<file path="src/rtl/demux16_reg_bank.sv">
// Burst-write register bank: a command sets start pointer and length, data beats land in 16 registers.
// Writes are visible one edge after acceptance; beats stall while din_valid is low, and commands wait while busy.
module demux16_reg_bank #(
  parameter int WIDTH = 20,
  parameter int DEPTH = 16,
  parameter int AW    = 4
) (
  input  logic                   clk,
  input  logic                   reset,
  input  logic                   cmd_valid,
  output logic                   cmd_ready,
  input  logic [AW-1:0]          cmd_addr,
  input  logic [AW-1:0]          cmd_len,
  input  logic                   din_valid,
  output logic                   din_ready,
  input  logic [WIDTH-1:0]       din,
  input  logic                   abort,
  output logic                   busy,
  output logic                   done,
  output logic [AW-1:0]          beats_left,
  output logic [DEPTH-1:0]       wr_mask,
  output logic [DEPTH*WIDTH-1:0] q_flat
);

  typedef enum logic {
    IDLE  = 1'b0,
    BURST = 1'b1
  } state_t;

  state_t           state_q, state_d;
  logic [AW-1:0]    ptr_q, ptr_d;
  logic [AW-1:0]    beats_q, beats_d;
  logic [DEPTH-1:0] mask_q, mask_d;
  logic             done_q, done_d;
  logic             wr_en;
  logic [WIDTH-1:0] regs [DEPTH];

  always_ff @(posedge clk or posedge reset) begin
    if (reset) begin
      state_q <= IDLE;
      ptr_q   <= '0;
      beats_q <= '0;
      mask_q  <= '0;
      done_q  <= 1'b0;
    end else begin
      state_q <= state_d;
      ptr_q   <= ptr_d;
      beats_q <= beats_d;
      mask_q  <= mask_d;
      done_q  <= done_d;
    end
  end

  // Abort takes priority over a beat offered in the same cycle.
  always_comb begin
    state_d = state_q;
    ptr_d   = ptr_q;
    beats_d = beats_q;
    mask_d  = mask_q;
    done_d  = 1'b0;
    wr_en   = 1'b0;
    case (state_q)
      IDLE: begin
        if (cmd_valid) begin
          ptr_d   = cmd_addr;
          beats_d = cmd_len;
          mask_d  = '0;
          state_d = BURST;
        end
      end
      BURST: begin
        if (abort) begin
          state_d = IDLE;
        end else if (din_valid) begin
          wr_en         = 1'b1;
          mask_d[ptr_q] = 1'b1;
          ptr_d         = ptr_q + AW'(1);
          if (beats_q == '0) begin
            state_d = IDLE;
            done_d  = 1'b1;
          end else begin
            beats_d = beats_q - AW'(1);
          end
        end
      end
      default: state_d = IDLE;
    endcase
  end

  always_ff @(posedge clk or posedge reset) begin
    if (reset) begin
      for (int i = 0; i < DEPTH; i++) begin
        regs[i] <= '0;
      end
    end else if (wr_en) begin
      regs[ptr_q] <= din;
    end
  end

  assign cmd_ready  = (state_q == IDLE);
  assign din_ready  = (state_q == BURST);
  assign busy       = (state_q == BURST);
  assign done       = done_q;
  assign beats_left = beats_q;
  assign wr_mask    = mask_q;

  for (genvar g = 0; g < DEPTH; g++) begin : g_flat
    assign q_flat[g*WIDTH +: WIDTH] = regs[g];
  end

endmodule
</file>
<file path="config.mk">
export PLATFORM = sky130hd
export DESIGN_NAME = demux16_reg_bank
export DESIGN_NICKNAME = d
export VERILOG_FILES = /design/src/rtl/demux16_reg_bank.sv
export SDC_FILE = /design/constraint.sdc
export NUM_CORES = 1
export LEC_CHECK = 0
export ABC_AREA = 1
export CORE_UTILIZATION = 48
export DETAILED_ROUTE_END_ITERATION = 6
export PLACE_DENSITY = 0.81
export SLEW_MARGIN = 15
export SYNTH_ARGS = -nofsm -noshare
export SYNTH_HDL_FRONTEND = slang
export SYNTH_SLANG_ARGS = --single-unit
</file>
<file path="constraint.sdc">
create_clock -name clk -period 15.62 [get_ports clk]
set_input_delay 2.343 -clock clk [delete_from_list [all_inputs] [get_ports clk]]
set_output_delay 2.343 -clock clk [all_outputs]
set_load 0.01 [all_outputs]
</file>
### After elaboration in Yosys (flattened, before gate mapping)

Index checks and enable logic that the tools add are counted.

* bits in registers: 346
* bits of input ports: 33
* output and inout port bits: 344
* logic and storage cells: 69

* add/sub/neg operators: 2
* $lt $le $gt $ge: 4
* equality and inequality tests: 4
* mux-type cells: 30
* bitwise logic cells: 3
* reduce and logical (&&, ||, !) cells: 5

Operators with widths (count)
* bitwise mux 320 bit: 1
* demux 20 bit (select 4 bit): 1
* two-way mux 16 bit: 3
* one-hot mux 16 bit (2 select lines): 1
* two-way mux 4 bit: 7
* two-way mux 20 bit: 1
* OR 16 bit: 1
* one-hot mux 4 bit (2 select lines): 2
* two-way mux 1 bit: 12
* inequality test 2 bit, second input constant: 4
* >= comparator 5 bit, second input constant: 1
* less-than comparator 4 x 5 -> 1 bit, second input constant: 1
* less-than comparator 5 x 1 -> 1 bit, second input constant: 1
* inverter 4 -> 5 bit: 1
* adder 4 x 1 -> 4 bit, second input constant: 1
* demux 1 bit (select 4 bit): 1
* >= comparator 4 x 1 -> 1 bit, second input constant: 1
* logical NOT 4 bit: 1
* AND reduction 4 bit: 1
* subtractor 4 x 1 -> 4 bit, second input constant: 1
* AND reduction 3 bit: 1
* logical AND 1 bit: 2
* one-hot mux 1 bit (2 select lines): 1
* inverter 1 bit: 1

### Logic depth before layout (Yosys ltp)

Gate-level depths: netlist of the first run.

* word-level depth: 8
* gate-level depth with buffers: 8
* depth with buffers taken out: 8

### Least setup slack after synthesis of the first run

Ideal clock, no wire load.

* path type: input port to flip-flop
* start point: input abort
* end point: register regs (netlist bit q_flat[87])
* setup time: 0.133 ns
* data arrival time: 3.085 ns
* required time: 15.487 ns
* path slack: 12.402 ns
* stages on the path: 8
* path buffers: 2
* cells stage by stage: inv_1 -> nand3_2 -> inv_2 -> buf_12 -> nand2_4 -> buf_2 -> nand2_1 -> o21ai_1

* longest elaborated chain between the ends: 2

RTL lines
* from (decl): RTL line 17 `input logic abort,`
* two-way mux 1 bit: RTL line 72 `if (abort) begin`
* two-way mux 1 bit: RTL line 62 `case (state_q)`
* to (signal, indexed assignment): RTL line 96 `regs[ptr_q] <= din;`
* to (decl): RTL line 36 `logic [WIDTH-1:0] regs [DEPTH];`

Every way passes these cells.
A chain may end at the register's enable or synchronous reset.

### Final worst setup path of the first run

* start point: register state_q, in the netlist busy
* end point: output cmd_ready

* longest elaborated chain between the ends: 1

RTL lines
* from (decl): RTL line 30 `state_t state_q, state_d;`
* from (signal assigned): RTL line 46 `state_q <= state_d;`
* inverter 1 bit
* to (decl): RTL line 11 `output logic cmd_ready,`

Every way passes these cells.

==> results_dict.tcl, run 1 <==
set metrics [dict create \
    timing.hold.ws_ns 0.482 \
    path_clk_slew_ns 0.06 \
    start_util_pct 48.7 \
    fin_skew_ns 0.0115 \
    num_io_pins 377 \
    cts_root_buffer "clkbuf_16" \
    first_iter_violations 927 \
    cp.required_ns 13.28 \
    clockBufferDepth 3 \
    syn_inst 1247 \
    htreeDepth 2 \
    final.period_utilization_pct 27.9 \
    setup_viol 0 \
    cts_tree "built" \
    final-seq-area_sq_um 8660 \
    synth-seq-area-share_pct 66.3 \
    setup_ws_ns 11.26 \
    antenna_left 0 \
    chipWidth_microns 167 \
    yosysWarnings 0 \
    endpoint_kind "output port" \
    multi_input_comb_area_sq_um 3600 \
    io_buffers 376 \
    cp_max_fo 18 \
    die_area_sq_um 27900 \
    instances_no_fill 1940 \
    wire_per_inst_microns 19.8 \
    synth-seq-cells 346 \
    grtUsageTotal_pct 27.9 \
    rows 60 \
    finalHoldViolCount 0 \
    outcome "completed" \
    grt_antenna_before_repair 0 \
    area_growth_syn_to_layout_pct 36.2 \
    place_ws_ns 10.75 \
    drive_above_1_share_pct 6.38 \
    fp.dieH_microns 167 \
    antenna_cells 0 \
    dp_hpwl_mm 25.3 \
    cp.arrival_ns 2.02 \
    worst_pin_slew_ns 1.08 \
    postCtsSetupBuffers 0 \
    slew_violations 0 \
    fmax_mhz 229 \
    crit_type "flip-flop to output port" \
    worstSkewPairLatency_ns 0.51 \
    grt_max_degree 132 \
    num-fill-cells 2002 \
    power.total_uw 3620 \
    rsz0062_at_grt "false" \
    cap_violations 0 \
    core_area_sq_um 26800 \
    timing.slew.headroom_pct 28.1 \
    ir_drop_mv 0.123 \
    syn_area_sq_um 13100 \
    synth_cell_types 22 \
    pwr_density_cell_nw_per_um2 204 \
    ctsHoldBuffers 0 \
    wirelength_mm 38.5 \
    synth.net_count 1286 \
    grt_pass1_wl_mm 59.5 \
    ctsResizeCount 0 \
    drc_errors 0 \
    hp-class "flip-flop to flip-flop" \
    finalCriticalPeriod_ns 4.36 \
    cp-start-kind "flip-flop" \
    leakagePower_uw 0.00817 \
    globalplace.congestion 0.832 \
    tns_ns 0 \
    placedCellCount 1880 \
    via_per_inst 5.32 \
    numCtsBuffers 36 \
    grt_pass1_vias 10200 \
    syn_avg_cell_area_sq_um 10.5 \
    clock-sinks 346 \
    via_count 10300 \
    first_pass_iters 7 \
    fin_nets 1616 \
    grt-ovfl-total 0 \
]
-- per-layer routing --
metal	share of wire, %	vias to the layer above	track usage [%]
met5	0	-	0
met4	4.0	0	11.2
met3	8.6	99	7.58
met2	47	450	44.7
met1	41	5068	36.1
li1	-	4710	-
-- cell type report --
cell class	instances	share of cell area, %
Timing Repair Buffer	382	21.4
Multi-Input combinational cell	772	20.3
Clock buffer	53	5.93
Tap cell	341	2.40
Inverter	39	0.865
Sequential cell	346	48.7
Clock inverter	7	0.492
-- synthesized netlist by cell type (all sizes together) --
cell / count / area share (%)
nand4: 2 / 0.096
or2: 1 / 0.048
inv: 39 / 1.1
dfrtp: 346 / 66
o211ai: 2 / 0.11
nor2: 39 / 1.1
nand3: 8 / 0.34
buf: 52 / 3.9
a21oi: 16 / 0.61
o21ai: 328 / 13
clkbuf: 38 / 1.1
nand3b: 1 / 0.057
ha: 6 / 0.57
nand2: 369 / 11
-- path summary, 6_finish.rpt --
check / start / to / slack (ns) / cells after the start
max reg2reg: busy / q_flat[252] / 12.91 / 5
min in group asynchronous: reset / q_flat[37] / 2.43 / 2
max: busy / cmd_ready / 11.26 / 2
max in group asynchronous: reset / ptr_q[0] / 11.64 / 3
min: q_flat[64] / q_flat[64] / 0.48 / 2
min reg2reg: q_flat[64] / q_flat[64] / 0.48 / 2
-- state kept, by name, indices dropped and copies added, names as in the netlist --
| signal | flops |
|---|---|
| done | 1 |
| busy | 1 |
| beats_left | 4 |
| q_flat | 320 |
| wr_mask | 16 |
| ptr_q | 4 |
-- placed cells by master, fill, tap and decap left out --
| master | netlist | routed |
|---|---|---|
| clkdlybuf4s50_1 | 0 | 376 |
| nand2_1 | 359 | 357 |
| dfrtp_1 | 346 | 346 |
| o21ai_1 | 171 | 171 |
| o21ai_0 | 128 | 128 |
| nor2_1 | 39 | 39 |
| inv_1 | 38 | 37 |
| clkbuf_16 | 0 | 37 |
| o21ai_2 | 29 | 29 |
| a21oi_1 | 16 | 16 |
| nand2_4 | 10 | 10 |
| clkbuf_1 | 38 | 9 |
| nand3_1 | 7 | 7 |
| clkbuf_8 | 0 | 7 |
| ha_1 | 6 | 6 |
| buf_4 | 1 | 6 |
| clkinv_2 | 0 | 4 |
| nand2_2 | 0 | 2 |
| nand4_1 | 2 | 2 |
| o211ai_1 | 2 | 2 |
| bufinv_16 | 0 | 2 |
| nand3_2 | 1 | 1 |
| inv_2 | 1 | 1 |
| inv_8 | 0 | 1 |
| nand3b_1 | 1 | 1 |
| or2_2 | 1 | 1 |
| clkinvlp_4 | 0 | 1 |
-- cell families (layout without fill, tap and decap cells) --
kind of cell | after synthesis | in the layout | synth area share [%]
and+or+nand+nor | 420 | 420 | 12.8
DFF | 346 | 346 | 66.3
adders and majority gates | 6 | 6 | 0.575
buffers and inverters | 129 | 481 | 6.16
AOI/OAI and AO/OA | 346 | 346 | 14.1
-- where the power goes --
part	internal (uW)	switching, uW	total [uW]
logic	725	617	1340
clock network	499	339	838
registers	1230	212	1440
total	2460	1170	3620
-- through the flow --
| stage | cell area, sq um | utilization [%] |
|---|---|---|
| 2_1_floorplan | 13100 | - |
| 6_report | 17800 | 66.4 |
| 5_1_grt | 17800 | 66.4 |
| 3_3_place_gp | 16600 | 62.1 |
| 3_5_place_dp | 16600 | 62.1 |
| 4_1_cts | 17800 | 66.4 |
-- critical path, cell delays in order, from the launching register on --
cell	delay [ns]
dfrtp_1	0.73
inv_1	0.25
clkdlybuf4s50_1	0.54
No activity file was read; power rests on OpenSTA's default activity.
==> run 2: changes to the inputs <==
--- a/config.mk
+++ b/config.mk
@@ -6,9 +6,9 @@
 export NUM_CORES = 1
 export LEC_CHECK = 0
 export ABC_AREA = 1
-export CORE_UTILIZATION = 48
+export CORE_UTILIZATION = 43
 export DETAILED_ROUTE_END_ITERATION = 6
-export PLACE_DENSITY = 0.81
+export PLACE_DENSITY = 0.76
 export SLEW_MARGIN = 15
 export SYNTH_ARGS = -nofsm -noshare
 export SYNTH_HDL_FRONTEND = slang
==> constraint.sdc (replaced) <==
create_clock -name clk -period 3.7 [get_ports clk]
set_input_delay 0.555 -clock clk [delete_from_list [all_inputs] [get_ports clk]]
set_output_delay 0.555 -clock clk [all_outputs]
set_load 0.01 [all_outputs]
==> results_dict.tcl, run 2 (synthesis results as in run 1) <==
set metrics [dict create \
    wire_per_inst_microns 19.3 \
    drc_errors 0 \
    cp.arrival_ns 1.98 \
    ctsResizeCount 0 \
    slowest_delay_ns 0.69 \
    cts_root_buffer "clkbuf_16" \
    grt_antenna_before_repair 1 \
    met3_usage_pct 7.06 \
    place_ws_ns 1.32 \
    clkPwrFrac_pct 23.1 \
    dpl-instance-area_sq_um 16900 \
    hp-class "flip-flop to flip-flop" \
    cp_max_fo 18 \
    worstSkewPairLatency_ns 0.50 \
    leakagePower_uw 0.00825 \
    grt-ovfl-total 0 \
    num-fill-cells 2413 \
    rows 63 \
    p_sw_uw 4890 \
    crit_slowest_cell "dfrtp_1" \
    crit_chain "inv_1 > clkdlybuf4s50_1" \
    grt_pass1_vias 9968 \
    critPathTopFamily "buffers and inverters" \
    core_area_sq_um 29800 \
    first_pass_iters 5 \
    fp.dieH_microns 176 \
    timing.slew.headroom_pct 32.3 \
    design_area_sq_um 18000 \
    drive_above_1_share_pct 7.01 \
    tns_ns 0 \
    worst_pin_slew_ns 1.01 \
    via_count 10300 \
    comb_power_share_pct 37.1 \
    timing.hold.ws_ns 0.480 \
    switching_share_pct 32.0 \
    area_growth_syn_to_layout_pct 37.9 \
    r2r_slack_ns 1.49 \
    dp_hpwl_mm 26.1 \
    fmax_mhz 394 \
    num_io_pins 377 \
    start_util_pct 43.8 \
    fin_skew_ns 0.0153 \
    htreeDepth 2 \
    path_clk_slew_ns 0.06 \
    outcome "completed" \
    cp-start-kind "flip-flop" \
    grt_util_met1_pct 32.2 \
    ctsHoldBuffers 0 \
    grt_pass1_wl_mm 58.8 \
    io_buffers 376 \
    finalCriticalPeriod_ns 2.54 \
    largest_reg_flops 320 \
    cts_tree "built" \
    globalplace.congestion 0.818 \
    path_buf_inv 2 \
    finalHoldViolCount 0 \
    grt_max_degree 63 \
    cap_violations 0 \
    pwr_density_cell_nw_per_um2 847 \
    endpoint_kind "output port" \
    antenna_cells 0 \
    grtUsageMet2_pct 40.0 \
    post-route-util_pct 60.4 \
    die_area_sq_um 31100 \
    crit_type "flip-flop to output port" \
    internal-power_uw 10400 \
    rsz0062_at_grt "false" \
    antenna_left 0 \
    ir_drop_mv 0.592 \
    slew_violations 0 \
    final.period_utilization_pct 68.5 \
    grtUsageTotal_pct 24.9 \
    numCtsBuffers 37 \
    clockBufferDepth 3 \
    fin_nets 1629 \
    setup_ws_ns 1.16 \
    pwr-share-seq_pct 39.8 \
    final_common_cell "clkdlybuf4s50_1" \
    layout_common_cells "clkdlybuf4s50_1, nand2_1, dfrtp_1, o21ai_1, o21ai_0" \
    first_iter_violations 627 \
    via_per_inst 5.14 \
    setup_viol 0 \
    clock-sinks 346 \
    postCtsSetupBuffers 0 \
    cp.required_ns 3.14 \
    chipWidth_microns 176 \
    wirelength_mm 38.6 \
    top_usage_layer "met2" \
]
==> run 2: cell count changes in the layout (fill, tap and decap cells not counted) <==
| cell | delta |
|---|---|
| buf_12 | +5 |
| buf_4 | +7 |
| bufinv_16 | -1 |
| clkbuf_1 | +1 |
| clkbuf_8 | +2 |
| clkinv_2 | -1 |
| clkinv_4 | +1 |
| inv_6 | +1 |
| inv_8 | -1 |
| nand2_1 | +2 |
| nand2_2 | -2 |
==> run 2: layout make-up <==
type	instances	area (sq um)	area share, %
Sequential cell	346	8660	48.1
Timing Repair Buffer	394	3960	22.0
Multi-Input combinational cell	772	3600	20.0
Clock buffer	56	1090	6.04
Tap cell	390	488	2.71
Inverter	39	150	0.834
Clock inverter	6	62.6	0.347
==> run 2: worst min-delay path: cells and delay by family (launching register included) <==
family / cells / cell delay [ns]
simple gates: 1 / 0.06
compound gates: 1 / 0.05
flops: 1 / 0.34
==> run 2: final timing paths <==
path                             start       endpoint  cells after the start
min reg2reg                q_flat[281]    q_flat[281]                      2
min in group asynchronous        reset     q_flat[35]                      2
max reg2reg                       busy  beats_left[3]                      7
max in group asynchronous        reset    q_flat[228]                      3
max                               busy      cmd_ready                      2
min                        q_flat[281]    q_flat[281]                      2
==> run 2: per-layer routing <==
| metal | vias to the layer above | routed length, microns |
|---|---|---|
| li1 | 4750 | - |
| met1 | 4993 | 15600 |
| met2 | 469 | 18000 |
| met3 | 78 | 3770 |
| met4 | 0 | 1210 |
| met5 | - | 0 |
==> run 2: metrics by stage <==
| step | total power, uW | instances |
|---|---|---|
| 4_1_cts | 15300 | 2003 |
| 3_5_place_dp | 11800 | 1941 |
| 6_report | 15300 | 2003 |
| 5_1_grt | 16100 | 2003 |
| 2_1_floorplan | 8230 | 1247 |
| 3_3_place_gp | 11600 | 1941 |
==> run 2: power groups by stage <==
stage	registers, uW	logic, uW	clock network, uW
2_1_floorplan	6670	1570	0
3_3_place_gp	6050	5540	0
3_5_place_dp	6100	5660	0
4_1_cts	6070	5690	3580
5_1_grt	6230	6120	3740
6_report	6080	5650	3520
==> run 3: changes to the inputs <==
--- a/config.mk
+++ b/config.mk
@@ -6,9 +6,9 @@
 export NUM_CORES = 1
 export LEC_CHECK = 0
 export ABC_AREA = 1
-export CORE_UTILIZATION = 43
+export CORE_UTILIZATION = 48
 export DETAILED_ROUTE_END_ITERATION = 6
-export PLACE_DENSITY = 0.76
+export PLACE_DENSITY = 0.81
 export SLEW_MARGIN = 15
 export SYNTH_ARGS = -nofsm -noshare
 export SYNTH_HDL_FRONTEND = slang
==> constraint.sdc (replaced) <==
create_clock -name clk -period 2.56 [get_ports clk]
set_input_delay 0.384 -clock clk [delete_from_list [all_inputs] [get_ports clk]]
set_output_delay 0.384 -clock clk [all_outputs]
set_load 0.01 [all_outputs]
==> results_dict.tcl, run 3 (synthesis results as in run 1) <==
set metrics [dict create \
    ir_drop_mv 0.842 \
    slew_violations 0 \
    io_buffers 376 \
    endpoint_kind "output port" \
    place_ws_ns 0.559 \
    first_pass_iters 5 \
    crit_type "flip-flop to output port" \
    rsz0062_at_grt "false" \
    htreeDepth 2 \
    dp_hpwl_mm 26.0 \
    core_area_sq_um 26800 \
    final_common_cell "clkdlybuf4s50_1" \
    hp-class "primary input to asynchronous set/reset pin" \
    drc_errors 0 \
    worst_pin_slew_ns 0.805 \
    start_util_pct 48.7 \
    antenna_left 0 \
    numCtsBuffers 36 \
    num_io_pins 377 \
    ctsResizeCount 0 \
    instances_no_fill 1972 \
    cap_violations 0 \
    grt_max_degree 103 \
    first_iter_violations 976 \
    outcome "completed" \
    fp.dieH_microns 167 \
    grt_antenna_before_repair 0 \
    layout_common_cells "clkdlybuf4s50_1, nand2_1, dfrtp_1, o21ai_1, o21ai_0" \
    grt_pass1_wl_mm 60.5 \
    num-fill-cells 1997 \
    clkPwrFrac_pct 23.1 \
    placedCellCount 1910 \
    internal-power_uw 15100 \
    grt-ovfl-total 0 \
    largest_reg_flops 320 \
    comb_power_share_pct 37.2 \
    antenna_cells 0 \
    die_area_sq_um 27900 \
    worstSkewPairLatency_ns 0.50 \
    ctsHoldBuffers 0 \
    pwr_density_cell_nw_per_um2 1230 \
    design_area_sq_um 18100 \
    via_count 10600 \
    post-route-util_pct 67.5 \
    rows 60 \
    wire_per_inst_microns 19.6 \
    setup_viol 0 \
    clock-sinks 346 \
    cts_tree "built" \
    clockBufferDepth 3 \
    postCtsSetupBuffers 0 \
    drive_above_1_share_pct 8.03 \
    cp.arrival_ns 1.63 \
    chipWidth_microns 167 \
    grtUsageTotal_pct 28.3 \
    path_clk_slew_ns 0.06 \
    fmax_mhz 497 \
    fin_skew_ns 0.00906 \
    cp_max_fo 17 \
    finalHoldViolCount 0 \
    final.period_utilization_pct 78.7 \
    cp-start-kind "flip-flop" \
    grt_pass1_vias 10500 \
    area_growth_syn_to_layout_pct 38.5 \
    timing.slew.headroom_pct 46.3 \
    finalCriticalPeriod_ns 2.01 \
    switching_share_pct 32.2 \
    via_per_inst 5.37 \
    timing.hold.ws_ns 0.240 \
    setup_ws_ns 0.546 \
    fin_nets 1646 \
    cts_root_buffer "clkbuf_16" \
    p_sw_uw 7160 \
    wirelength_mm 38.7 \
    pwr-share-seq_pct 39.7 \
    leakagePower_uw 0.00833 \
    globalplace.congestion 0.833 \
    cp.required_ns 2.18 \
    dpl-instance-area_sq_um 16900 \
]
==> run 3: cell count changes in the layout (fill, tap and decap cells not counted) <==
cell       previous run  this run
clkbuf_8              9         7
clkinv_2              3         4
bufinv_16             1         2
buf_4                13        31
==> run 3: through the flow <==
step	total power [uW]	setup TNS [ns]
after floorplan	11900	-849.24
after global placement	16800	0
after detailed placement	17100	0
final	22200	0
after global routing	23400	0
after CTS	22300	0
==> run 3: final timing paths <==
check | start | to | slack, ns | depth (start not counted)
min in group clk | din[5] | q_flat[205] | 0.46 | 3
max | busy | din_ready | 0.55 | 2
max in group asynchronous | reset | q_flat[287] | 1.45 | 3
min | reset | q_flat[35] | 0.24 | 2
min reg2reg | q_flat[305] | q_flat[305] | 0.48 | 2
max reg2reg | ptr_q[0] | q_flat[132] | 0.70 | 7
==> run 3: routing by layer <==
metal / track usage (%) / up-vias / wire [microns]
li1: - / 4789 / -
met1: 36.2 / 5201 / 15600
met2: 46.0 / 499 / 18200
met3: 6.94 / 95 / 3410
met4: 12.3 / 0 / 1570
met5: 0 / - / 0
==> run 3: critical path: stages, from the launching register on <==
cell,delay (ns)
dfrtp_1,0.34
buf_4,0.22
clkdlybuf4s50_1,0.57
==> run 3: power groups by stage <==
stage / clock [uW] / combinational [uW] / sequential, uW
floorplan: 0 / 2260 / 9640
global placement: 0 / 8000 / 8790
detailed placement: 0 / 8230 / 8840
CTS: 5200 / 8290 / 8810
global route: 5430 / 8910 / 9040
finish: 5140 / 8260 / 8820
==> run 3: cell type report <==
cell class                      count  area (sq um)  area share (%)
Clock buffer                       54          1060            5.86
Clock inverter                      8          97.6           0.540
Inverter                           39           150           0.830
Multi-Input combinational cell    772          3600            19.9
Sequential cell                   346          8660            47.9
Tap cell                          341           427            2.36
Timing Repair Buffer              412          4100            22.6
